**config.mk**
```make
export PLATFORM = sky130hd
export DESIGN_NAME = cpu_reg_responder
export DESIGN_NICKNAME = d
export VERILOG_FILES = /design/src/rtl/cpu_reg_responder.sv
export SDC_FILE = /design/constraint.sdc
export NUM_CORES = 1
export LEC_CHECK = 0
export ABC_CLOCK_PERIOD_IN_PS = 7700
export BUFFER_PORTS_ARGS = -buffer_cell sky130_fd_sc_hd__clkbuf_2
export CAP_MARGIN = 0
export CORE_AREA = 2 2 85 87
export CTS_BUF_LIST = sky130_fd_sc_hd__clkbuf_8 sky130_fd_sc_hd__clkbuf_16
export DETAILED_ROUTE_END_ITERATION = 10
export DIE_AREA = 0 0 87 89
export PLACE_DENSITY = 0.93
export SYNTH_ARGS = -nofsm -noshare
export SYNTH_HDL_FRONTEND = slang
export SYNTH_SLANG_ARGS = --single-unit
```
**constraint.sdc**
```tcl
create_clock -name clk -period 7.7 [get_ports clk]
set_input_delay 0.77 -clock clk [delete_from_list [all_inputs] [get_ports clk]]
set_output_delay 0.77 -clock clk [all_outputs]
set_load 0.05 [all_outputs]
```
**src/rtl/cpu_reg_responder.sv**
```systemverilog
// CPU bus target: decodes the address into a bank of registers and answers each access with a
// one-cycle ready pulse after WAIT_CYCLES wait states. Define DEC_ERR_RESP_EN to flag misses on err.
module cpu_reg_responder #(
    parameter int                ADDR_W      = 8,
    parameter int                DATA_W      = 8,
    parameter int                NUM_REGS    = 8,
    parameter int                BASE_ADDR   = 0,
    parameter int                WAIT_CYCLES = 1,
    parameter logic [DATA_W-1:0] RESET_VAL   = '0
) (
    input  logic              clk,
    input  logic              rst,
    input  logic              sel,
    input  logic              wr_en,
    input  logic [ADDR_W-1:0] addr,
    input  logic [DATA_W-1:0] wdata,
    output logic [DATA_W-1:0] rdata,
    output logic              ready,
    output logic              err
);

    localparam int              IDX_W    = (NUM_REGS > 1) ? $clog2(NUM_REGS) : 1;
    localparam logic [ADDR_W:0] BASE_EXT = (ADDR_W + 1)'(BASE_ADDR);
    localparam logic [ADDR_W:0] NUM_EXT  = (ADDR_W + 1)'(NUM_REGS);
    localparam logic [3:0]      WAIT_LD  = 4'(WAIT_CYCLES);

    typedef enum logic [1:0] {
        S_IDLE,
        S_WAIT,
        S_RESP
    } state_t;

    state_t            state;
    logic [3:0]        cnt;
    logic [DATA_W-1:0] regs [NUM_REGS];

    logic              cap_wr;
    logic              cap_hit;
    logic [IDX_W-1:0]  cap_idx;
    logic [DATA_W-1:0] cap_wdata;

    // Decode is one bit wider than the address so BASE_ADDR + NUM_REGS never wraps.
    logic [ADDR_W:0]   offset;
    logic              live_hit;
    logic [IDX_W-1:0]  live_idx;

    assign offset   = {1'b0, addr} - BASE_EXT;
    assign live_hit = ({1'b0, addr} >= BASE_EXT) && (offset < NUM_EXT);
    assign live_idx = offset[IDX_W-1:0];

    // With zero wait states RESP is entered on the capture edge, so the live decode is used.
    logic              resp_hit;
    logic              resp_wr;
    logic [IDX_W-1:0]  resp_idx;

    always_comb begin
        resp_hit = cap_hit;
        resp_wr  = cap_wr;
        resp_idx = cap_idx;
        if (state == S_IDLE) begin
            resp_hit = live_hit;
            resp_wr  = wr_en;
            resp_idx = live_idx;
        end
    end

    always_ff @(posedge clk or posedge rst) begin
        if (rst) begin
            state     <= S_IDLE;
            cnt       <= '0;
            ready     <= 1'b0;
            rdata     <= '0;
            cap_wr    <= 1'b0;
            cap_hit   <= 1'b0;
            cap_idx   <= '0;
            cap_wdata <= '0;
`ifdef DEC_ERR_RESP_EN
            err       <= 1'b0;
`endif
            for (int i = 0; i < NUM_REGS; i++) begin
                regs[i] <= RESET_VAL;
            end
        end else begin
            case (state)
                S_IDLE: begin
                    ready <= 1'b0;
                    if (sel) begin
                        cap_wr    <= wr_en;
                        cap_wdata <= wdata;
                        cap_hit   <= live_hit;
                        cap_idx   <= live_idx;
                        if (WAIT_CYCLES == 0) begin
                            state <= S_RESP;
                            ready <= 1'b1;
                            if (!resp_wr) begin
                                rdata <= resp_hit ? regs[resp_idx] : '0;
                            end
`ifdef DEC_ERR_RESP_EN
                            err   <= ~resp_hit;
`endif
                        end else begin
                            cnt   <= WAIT_LD;
                            state <= S_WAIT;
                        end
                    end
                end
                S_WAIT: begin
                    // Dropping sel while waiting abandons the access without a write or a pulse.
                    if (!sel) begin
                        state <= S_IDLE;
                    end else if (cnt == 4'd1) begin
                        state <= S_RESP;
                        ready <= 1'b1;
                        if (!resp_wr) begin
                            rdata <= resp_hit ? regs[resp_idx] : '0;
                        end
`ifdef DEC_ERR_RESP_EN
                        err   <= ~resp_hit;
`endif
                    end else begin
                        cnt <= cnt - 4'd1;
                    end
                end
                S_RESP: begin
                    ready <= 1'b0;
`ifdef DEC_ERR_RESP_EN
                    err   <= 1'b0;
`endif
                    if (cap_wr && cap_hit) begin
                        regs[cap_idx] <= cap_wdata;
                    end
                    state <= S_IDLE;
                end
                default: begin
                    state <= S_IDLE;
                    ready <= 1'b0;
                end
            endcase
        end
    end

`ifndef DEC_ERR_RESP_EN
    assign err = 1'b0;
`endif

endmodule

```
==> results of run 1 <==
-- flip-flops by register name, indices dropped and copies added, names as in the netlist --
name / count
regs: 64
rdata: 8
cap_hit: 1
cap_idx: 3
state: 2
cap_wdata: 8
cnt: 4
ready: 1
cap_wr: 1
-- cell families after synthesis --
logic type               synth area share (%)
AO/OA/AOI/OAI                            10.6
adder cells (fa/ha/maj)                 0.581
multiplexers                             20.2
XOR/XNOR                                0.407
other                                  0.0872
buffers and inverters                    3.29
AND/OR/NAND/NOR                          11.4
flip-flops                               53.5
-- power groups by stage --
stage	Clock, W	Combinational (W)	Sequential, W
after floorplan	0	0.000403	0.000678
after global placement	0	0.000490	0.000670
after detailed placement	0	0.000517	0.000675
after CTS	0.000340	0.000526	0.000668
after global routing	0.000360	0.000573	0.000684
final	0.000339	0.000533	0.000669
-- cell usage after synthesis, drive strengths merged, types with 4 or more instances --
cell type | instances | share of area (%)
a211oi | 29 | 5.1
mux2 | 77 | 20
buf | 12 | 2.4
nand2 | 23 | 2.4
a21oi | 14 | 1.9
nor2 | 6 | 0.58
nand3 | 4 | 0.47
nor3 | 6 | 0.96
dfrtp | 92 | 54
and3 | 24 | 3.5
o21ai | 4 | 0.73
a22o | 5 | 1.0
clkbuf | 7 | 0.61
-- worst paths after layout --
path,startpoint,to,slack (ns)
worst max-delay path,state[0],rdata[3],4.90
worst min-delay path,regs[61],regs[61],0.51
worst max register to register,state[0],rdata[3],4.90
worst min register to register,regs[61],regs[61],0.51
max in group asynchronous,rst,cap_idx[0],6.24
min in group asynchronous,rst,cnt[0],0.73
-- metrics by stage --
step,cells,worst slack (ns)
after floorplan,337,4.54
after CTS,443,4.97
final,443,4.90
after detailed placement,427,4.75
after global placement,427,4.90
after global routing,443,4.81
-- layer usage --
layer  share of wire, %  vias up  wire (um)
met4                3.6        0        346
met1                 39     1491       3740
met2                 51      132       4900
met3                6.7       31        646
li1                   -     1284          -
met5                  0        -          0
-- final cells by class --
cell class              count  area, sq um  share of cell area, %
clock buffers              12          165                   3.56
clock inverters             4         47.5                   1.03
inverters                   3         12.5                  0.270
multi-input cells         223         1860                   40.1
flip-flops and latches     92         2300                   49.7
well taps                  80          100                   2.16
repair buffers             29          148                   3.19
-- critical path, delay by kind of cell, from the launching register on --
family / cells / cell delay [ns]
AND/OR/NAND/NOR: 2 / 1.30
AO/OA/AOI/OAI: 3 / 0.74
flip-flops: 1 / 0.64
==> impl_metrics.csv, run 1 <==
group,metric,value,unit
grt,busiest_layer,"met2",
clock_network,clk_latency,0.36,ns
grt,use_met2,45.2,%
timing,finalClockSkew,0.0106,ns
timing,maxSlewViolCount,0,
floorplan,die_w,87,um
floorplan,std_cell_rows,30,
grt,grt_pass1_wl,15.8,mm
clock_network,cts_tree,"yes",
worst_setup_path,arrival,3.06,ns
routing,dr.pass1.iters,5,
run_status,status,"finished clean",
routing,final_antenna_net_count,0,
min_path,whs_path_depth,1,
grt,overflow,0,
finish,final_cell_mix,"dfrtp_1, mux2_2, a211oi_1",
floorplan,design.core.area,6720,sq um
worst_setup_path,required,7.96,ns
routing,finalWirelength,9.64,mm
timing,rsz0062_at_grt,"false",
synth,yosys_warnings,0,
power,power.share.clock,22.0,%
timing,hold_viol_final,0,
grt,grt_antenna_before_repair,0,
power,seqPwrFrac,43.4,%
power,switchingPower,0.000635,W
finish,fin_area,4630,sq um
floorplan,fp.dieArea,7740,sq um
synth,synth_area,4300,sq um
floorplan,die_h,89,um
worst_setup_path,cpPeakStageDelay,0.81,ns
clock_network,clk_path_buf_depth,2,
placed_design,place_area,4420,sq um
routing,vias_per_cell,6.63,
synth,async_flop_share,100,%
clock_network,htreeDepth,3,
worst_setup_path,critPathMaxFanout,26,
power,peakVddDrop,0.178,mV
synth,synth_cell_types,42,
grt,use_met3,6.93,%
timing,tns,0,ns
timing,min_period,2.80,ns
timing,setup_viol_count_final,0,
worst_setup_path,ff2ff_path_depth,5,
routing,post_drt_wl_per_cell,21.7,um
power,p_leak,2.31,nW
finish,final_common_cell,"dfrtp_1",
synth,synth_edf_count,0,
clock_network,cts.sinks,92,
clock_network,cts_hold_buf,0,
worst_setup_path,timing_worst_setup_path_type,"reg2reg",
placed_design,io_buffers,28,
worst_setup_path,cp-start-kind,"flip-flop",
clock_network,cts_root_buf,"clkbuf_8",
grt,grt_pass1_vias,3069,
worst_setup_path,cp-end-kind,"flip-flop",
placed_design,gp_congestion,0.804,
timing,maxSlewHeadroom,25.0,%
timing,tightest_slew,1.12,ns
timing,whs,0.506,ns
timing,clock.fmax,0.357,GHz
power,p_int,0.000907,W
min_path,hp-class,"reg2reg",
finish,post-route-util,69.0,%
finish,antenna_cells,0,
flow_run,cap_violations,0,
synth,ys_seq_area_share,53.5,%
clock_network,path_clk_slew,0.09,ns
clock_network,postCtsSetupBuffers,0,
worst_setup_path,slowest_stage,"or3b_1",
synth,ys_ff_latch,92,
clock_network,ctsResizeCount,0,
finish,fill_cells,458,
worst_setup_path,crit_chain,"or3b_1 > and2_1 > a21oi_1 > a211o_1 > o41ai_2",
synth,syn_avg_cell_area,12.8,sq um
power,totalPowerFinal,0.00154,W
timing,fin_crit_sh,36.4,%
routing,drt_iter0_drc,306,
finish,synthToLayoutAreaGrowth,7.71,%
routing,route.detailed.drc,0,
synth,synth_ff_type,"dfrtp_1",
floorplan,initial_core_util,64.0,%
power,cellPowerDensity,333,nW/um^2
placed_design,dp_hpwl,5.71,mm
grt,grt.total_usage,27.6,%
grt,grt_max_degree,93,
finish,num-nets-final,380,
clock_network,cts_made_buffers,9,
floorplan,ioPinCount,30,
routing,vias,2938,
power,switching_share,41.2,%
synth,syn-instance-count,337,
grt,use_met1,33.4,%
synth,synthesis.nets,359,
finish,layout-drive-gt1-share,36.6,%
power,comb_power_share,34.6,%
No activity file was read; power rests on OpenSTA's default activity.
==> run 2, diff against run 1 <==
ABC_CLOCK_PERIOD_IN_PS = 2300   (was 7700)
CORE_AREA = 2 2 93 95   (was 2 2 85 87)
DIE_AREA = 0 0 95 97   (was 0 0 87 89)
PLACE_DENSITY = 0.84   (was 0.93)
clock period = 2.3 ns   (was 7.7 ns; I/O delays follow)
==> impl_metrics.csv, run 2 (synthesis results as in run 1) <==
group,metric,value,unit
run_status,status,"finished clean",
grt,grt_pass1_vias,3038,
power,peakVddDrop,0.432,mV
worst_setup_path,slowest_stage,"or3b_1",
worst_setup_path,cp-end-kind,"flip-flop",
worst_setup_path,path_buf_inv,0,
power,cellPowerDensity,1080,nW/um^2
clock_network,clk_latency,0.36,ns
timing,hold_viol_final,0,
floorplan,std_cell_rows,33,
timing,finalClockSkew,0.0145,ns
floorplan,ioPinCount,30,
timing,maxSlewHeadroom,39.6,%
worst_setup_path,crit_chain,"or3b_1 > nand2_8 > a211oi_1 > a211o_1 > o41ai_1",
timing,setup_viol_count_final,0,
clock_network,cts_root_buf,"clkbuf_8",
floorplan,die_w,95,um
finish,final_cell_mix,"dfrtp_1, mux2_2, a211oi_1",
routing,final_antenna_net_count,0,
min_path,hp-class,"in2reg",
placed_design,io_buffers,28,
routing,drt_iter0_drc,173,
timing,clock.fmax,0.461,GHz
flow_run,cap_violations,0,
finish,layout-drive-gt1-share,40.7,%
grt,grt_antenna_before_repair,0,
worst_setup_path,critPathMaxFanout,32,
timing,final.setup.worst_slack,0.131,ns
floorplan,design.core.area,8130,sq um
grt,grt_max_degree,61,
routing,vias,2957,
worst_setup_path,required,2.54,ns
worst_setup_path,arrival,2.41,ns
clock_network,cts_made_buffers,9,
grt,overflow,0,
floorplan,fp.dieArea,9220,sq um
clock_network,clk_path_buf_depth,2,
finish,num-nets-final,405,
timing,maxSlewViolCount,0,
grt,grt_pass1_wl,15.3,mm
finish,reg_top3,"regs x64, cap_wdata x8, rdata x8",
worst_setup_path,path_delay_family,"simple AND/OR/NAND/NOR gates",
placed_design,gp_congestion,0.850,
worst_setup_path,timing_worst_setup_path_type,"reg2reg",
floorplan,initial_core_util,52.9,%
routing,finalWirelength,9.26,mm
finish,antenna_cells,0,
finish,largest_reg_flops,64,
grt,grt.total_usage,21.6,%
clock_network,htreeDepth,3,
worst_setup_path,cp-start-kind,"flip-flop",
clock_network,cts_tree,"yes",
finish,synthToLayoutAreaGrowth,13.2,%
placed_design,dpl_worst_slack,0.0785,ns
routing,dr.pass1.iters,4,
routing,post_drt_wl_per_cell,18.8,um
floorplan,die_h,97,um
power,p_leak,2.42,nW
timing,fin_crit_sh,94.3,%
finish,regMostFlops,"regs",
clock_network,cts.sinks,92,
min_path,hp-start,"addr[7]",
routing,vias_per_cell,6.00,
timing,rsz0062_at_grt,"false",
worst_setup_path,r2r_start,"state[0]",
routing,route.detailed.drc,0,
clock_network,path_clk_slew,0.09,ns
worst_setup_path,setup.worst_path.start,"state[0]",
timing,min_period,2.17,ns
worst_setup_path,cpPeakStageDelay,0.57,ns
placed_design,dp_hpwl,6.32,mm
timing,tns,0,ns
timing,tightest_slew,0.906,ns
finish,final_common_cell,"dfrtp_1",
run 2: changes by cell type in the layout (fill, tap and decap cells not counted), sizes merged:
cell / change
clkinvlp: +2
dlygate4sd3: +1
buf: +24
clkbuf: -3
clkinv: -2
inv: +3
run 2: worst reg2reg max path, stage by stage, from the launching register on:
cell      delay, ns
dfrtp_1        0.50
or3b_1         0.57
nand2_8        0.24
a211oi_1       0.12
a211o_1        0.30
o41ai_1        0.33
run 2: through the flow:
step                cells  area, sq um  power (W)  hold WS (ns)  util (%)
floorplan             337         4310    0.00362         0.312         -
global placement      476         4660    0.00413         0.121      57.3
detailed placement    476         4660    0.00419         0.123      57.3
CTS                   493         4870    0.00527        0.0296      59.8
global route          493         4870    0.00556        0.0320      59.9
finish                493         4870    0.00528        0.0466      59.9
run 2: area by class of cell:
class	instances	area, sq um
inverter	3	15.0
sequential	92	2300
clock buffer	9	124
timing repair buffer	54	363
tap	105	131
clock inverter	7	72.6
multi-input combinational	223	1860
fill	615	3260
run 2: final timing paths:
check                      endpoint  slack (ns)  cells after the start
min reg2reg                regs[60]        0.50                      1
max                        rdata[5]        0.13                      5
min                         cap_hit        0.05                      2
max in group asynchronous   regs[0]        1.50                      4
min in group asynchronous   cap_hit        0.30                      3
max reg2reg                rdata[5]        0.13                      5
run 2: where the power goes:
group | switching (W) | internal, W | total, W
Sequential | 0.000334 | 0.00186 | 0.00219
Combinational | 0.00122 | 0.000783 | 0.00200
Clock | 0.000578 | 0.000508 | 0.00109
Total | 0.00213 | 0.00315 | 0.00528
run 2: layer usage:
layer | track usage [%] | up-vias | routed length [um]
met5 | 0 | - | 0
met4 | 7.92 | 0 | 184
met3 | 4.05 | 16 | 308
met2 | 35.3 | 71 | 4710
met1 | 28.5 | 1525 | 4050
li1 | - | 1345 | -
run 2: timing repair:
| action | 4_1_cts | 5_1_grt |
|---|---|---|
| resized for setup | 0 | 1 |
| setup endpoints to repair | 0 | 1 |
| hold endpoints to repair | 78 | 0 |
| hold buffers | 1 | 0 |
| setup buffers | 0 | 0 |
==> run 3, diff against run 2 <==
ABC_CLOCK_PERIOD_IN_PS = 2400   (was 2300)
CORE_AREA = 2 2 88 90   (was 2 2 93 95)
DIE_AREA = 0 0 90 92   (was 0 0 95 97)
PLACE_DENSITY = 0.88   (was 0.84)
clock period = 2.4 ns   (was 2.3 ns; I/O delays follow)
==> impl_metrics.csv, run 3 (synthesis results as in run 1) <==
group,metric,value,unit
run_status,status,"finished clean",
worst_setup_path,path_delay_family,"simple AND/OR/NAND/NOR gates",
routing,vias_per_cell,6.16,
timing,hold_viol_final,0,
placed_design,gp_congestion,0.861,
timing,tightest_slew,0.846,ns
routing,drt_iter0_drc,209,
clock_network,clk_latency,0.38,ns
clock_network,cts_made_buffers,9,
finish,largest_reg_flops,64,
floorplan,fp.dieArea,8280,sq um
floorplan,die_w,90,um
finish,antenna_cells,0,
flow_run,cap_violations,0,
timing,fin_crit_sh,93.3,%
routing,route.detailed.drc,0,
finish,final_common_cell,"dfrtp_1",
placed_design,placed_cells,467,
routing,finalWirelength,9.60,mm
timing,rsz0062_at_grt,"false",
floorplan,initial_core_util,57.8,%
min_path,hp-start,"addr[7]",
power,cellPowerDensity,1080,nW/um^2
worst_setup_path,crit_chain,"inv_1 > ha_1 > or3b_1 > or3_1 > o41ai_1",
timing,min_period,2.24,ns
grt,grt_pass1_vias,3158,
floorplan,std_cell_rows,32,
clock_network,cts.sinks,92,
grt,grt_antenna_before_repair,0,
power,p_leak,2.40,nW
routing,vias,2983,
floorplan,ioPinCount,30,
clock_network,postCtsSetupBuffers,0,
worst_setup_path,cp-start-kind,"flip-flop",
worst_setup_path,required,2.66,ns
clock_network,clk_path_buf_depth,2,
clock_network,cts_tree,"yes",
worst_setup_path,arrival,2.50,ns
floorplan,design.core.area,7450,sq um
routing,post_drt_wl_per_cell,19.8,um
worst_setup_path,slowest_stage,"or3_1",
timing,tns,0,ns
finish,fill_cells,565,
timing,maxSlewHeadroom,43.4,%
grt,overflow,0,
routing,dr.pass1.iters,5,
min_path,hp-class,"in2reg",
grt,grt.total_usage,25.1,%
finish,reg_top3,"regs x64, cap_wdata x8, rdata x8",
timing,finalClockSkew,0.0136,ns
finish,stdcell_count,484,
worst_setup_path,setup.worst_path.start,"cnt[1]",
finish,num-nets-final,399,
power,peakVddDrop,0.405,mV
finish,regMostFlops,"regs",
clock_network,path_clk_slew,0.09,ns
clock_network,htreeDepth,3,
timing,setup_viol_count_final,0,
worst_setup_path,cp-end-kind,"flip-flop",
grt,grt_pass1_wl,15.9,mm
timing,clock.fmax,0.446,GHz
finish,final_cell_mix,"dfrtp_1, mux2_2, a211oi_1",
timing,maxSlewViolCount,0,
worst_setup_path,path_buf_inv,1,
clock_network,cts_root_buf,"clkbuf_8",
worst_setup_path,timing_worst_setup_path_type,"reg2reg",
worst_setup_path,critPathMaxFanout,16,
grt,grt_max_degree,42,
floorplan,die_h,92,um
worst_setup_path,r2r_start,"cnt[1]",
worst_setup_path,cpPeakStageDelay,0.64,ns
routing,final_antenna_net_count,0,
finish,synthToLayoutAreaGrowth,12.5,%
placed_design,dp_hpwl,6.48,mm
finish,layout-drive-gt1-share,39.8,%
clock_network,ctsResizeCount,0,
placed_design,io_buffers,28,
run 3: changes by cell type in the layout (fill, tap and decap cells not counted), sizes merged:
cell / before / now
buf: 25 / 19
clkbuf: 37 / 38
bufinv: 1 / 2
inv: 6 / 4
run 3: path summary, 6_finish.rpt:
path | to | slack [ns] | cells past startpoint
setup / recovery | rdata[5] | 0.16 | 5
hold / removal | cap_hit | 0.03 | 2
setup reg to reg | rdata[5] | 0.16 | 5
hold reg to reg | rdata[4] | 0.50 | 2
max in group asynchronous | regs[13] | 1.17 | 4
min in group asynchronous | regs[55] | 0.48 | 3
run 3: worst reg2reg max path: stages, from the launching register on:
cell	delay, ns
dfrtp_1	0.40
inv_1	0.12
ha_1	0.15
or3b_1	0.36
or3_1	0.64
o41ai_1	0.45
run 3: per-stage QoR:
stage | setup WS (ns) | power, W | instance area [sq um] | hold slack (ns) | util (%)
floorplan | 0.333 | 0.00347 | 4310 | 0.322 | -
global placement | 0.277 | 0.00394 | 4600 | 0.333 | 61.8
CTS | 0.152 | 0.00521 | 4840 | 0.0309 | 65.0
detailed placement | 0.204 | 0.00401 | 4600 | 0.336 | 61.8
global route | 0.0545 | 0.00548 | 4840 | 0.0478 | 65.0
finish | 0.160 | 0.00523 | 4840 | 0.0314 | 65.0
run 3: power by group:
group	switching, W	internal (W)
sequential	0.000346	0.00178
combinational	0.00119	0.000705
clock	0.000584	0.000624
run 3: area by class of cell:
cell class	instances	area, sq um	share of cell area, %
well taps	102	128	2.64
multi-input cells	223	1860	38.4
clock buffers	10	138	2.84
clock inverters	6	93.8	1.94
inverters	3	15.0	0.310
flip-flops and latches	92	2300	47.6
repair buffers	48	305	6.31
run 3: repair_timing:
| item | 4_1_cts | 5_1_grt |
|---|---|---|
| hold endpoints to repair | 26 | 0 |
| setup endpoints to repair | 0 | 0 |
| hold buffers | 1 | 0 |
run 3: layer usage:
layer	vias up	part of all wire [%]	track usage (%)
li1	1328	-	-
met1	1533	43	32.6
met2	103	50	41.9
met3	19	4.8	3.78
met4	0	2.5	11.7
met5	-	0	0
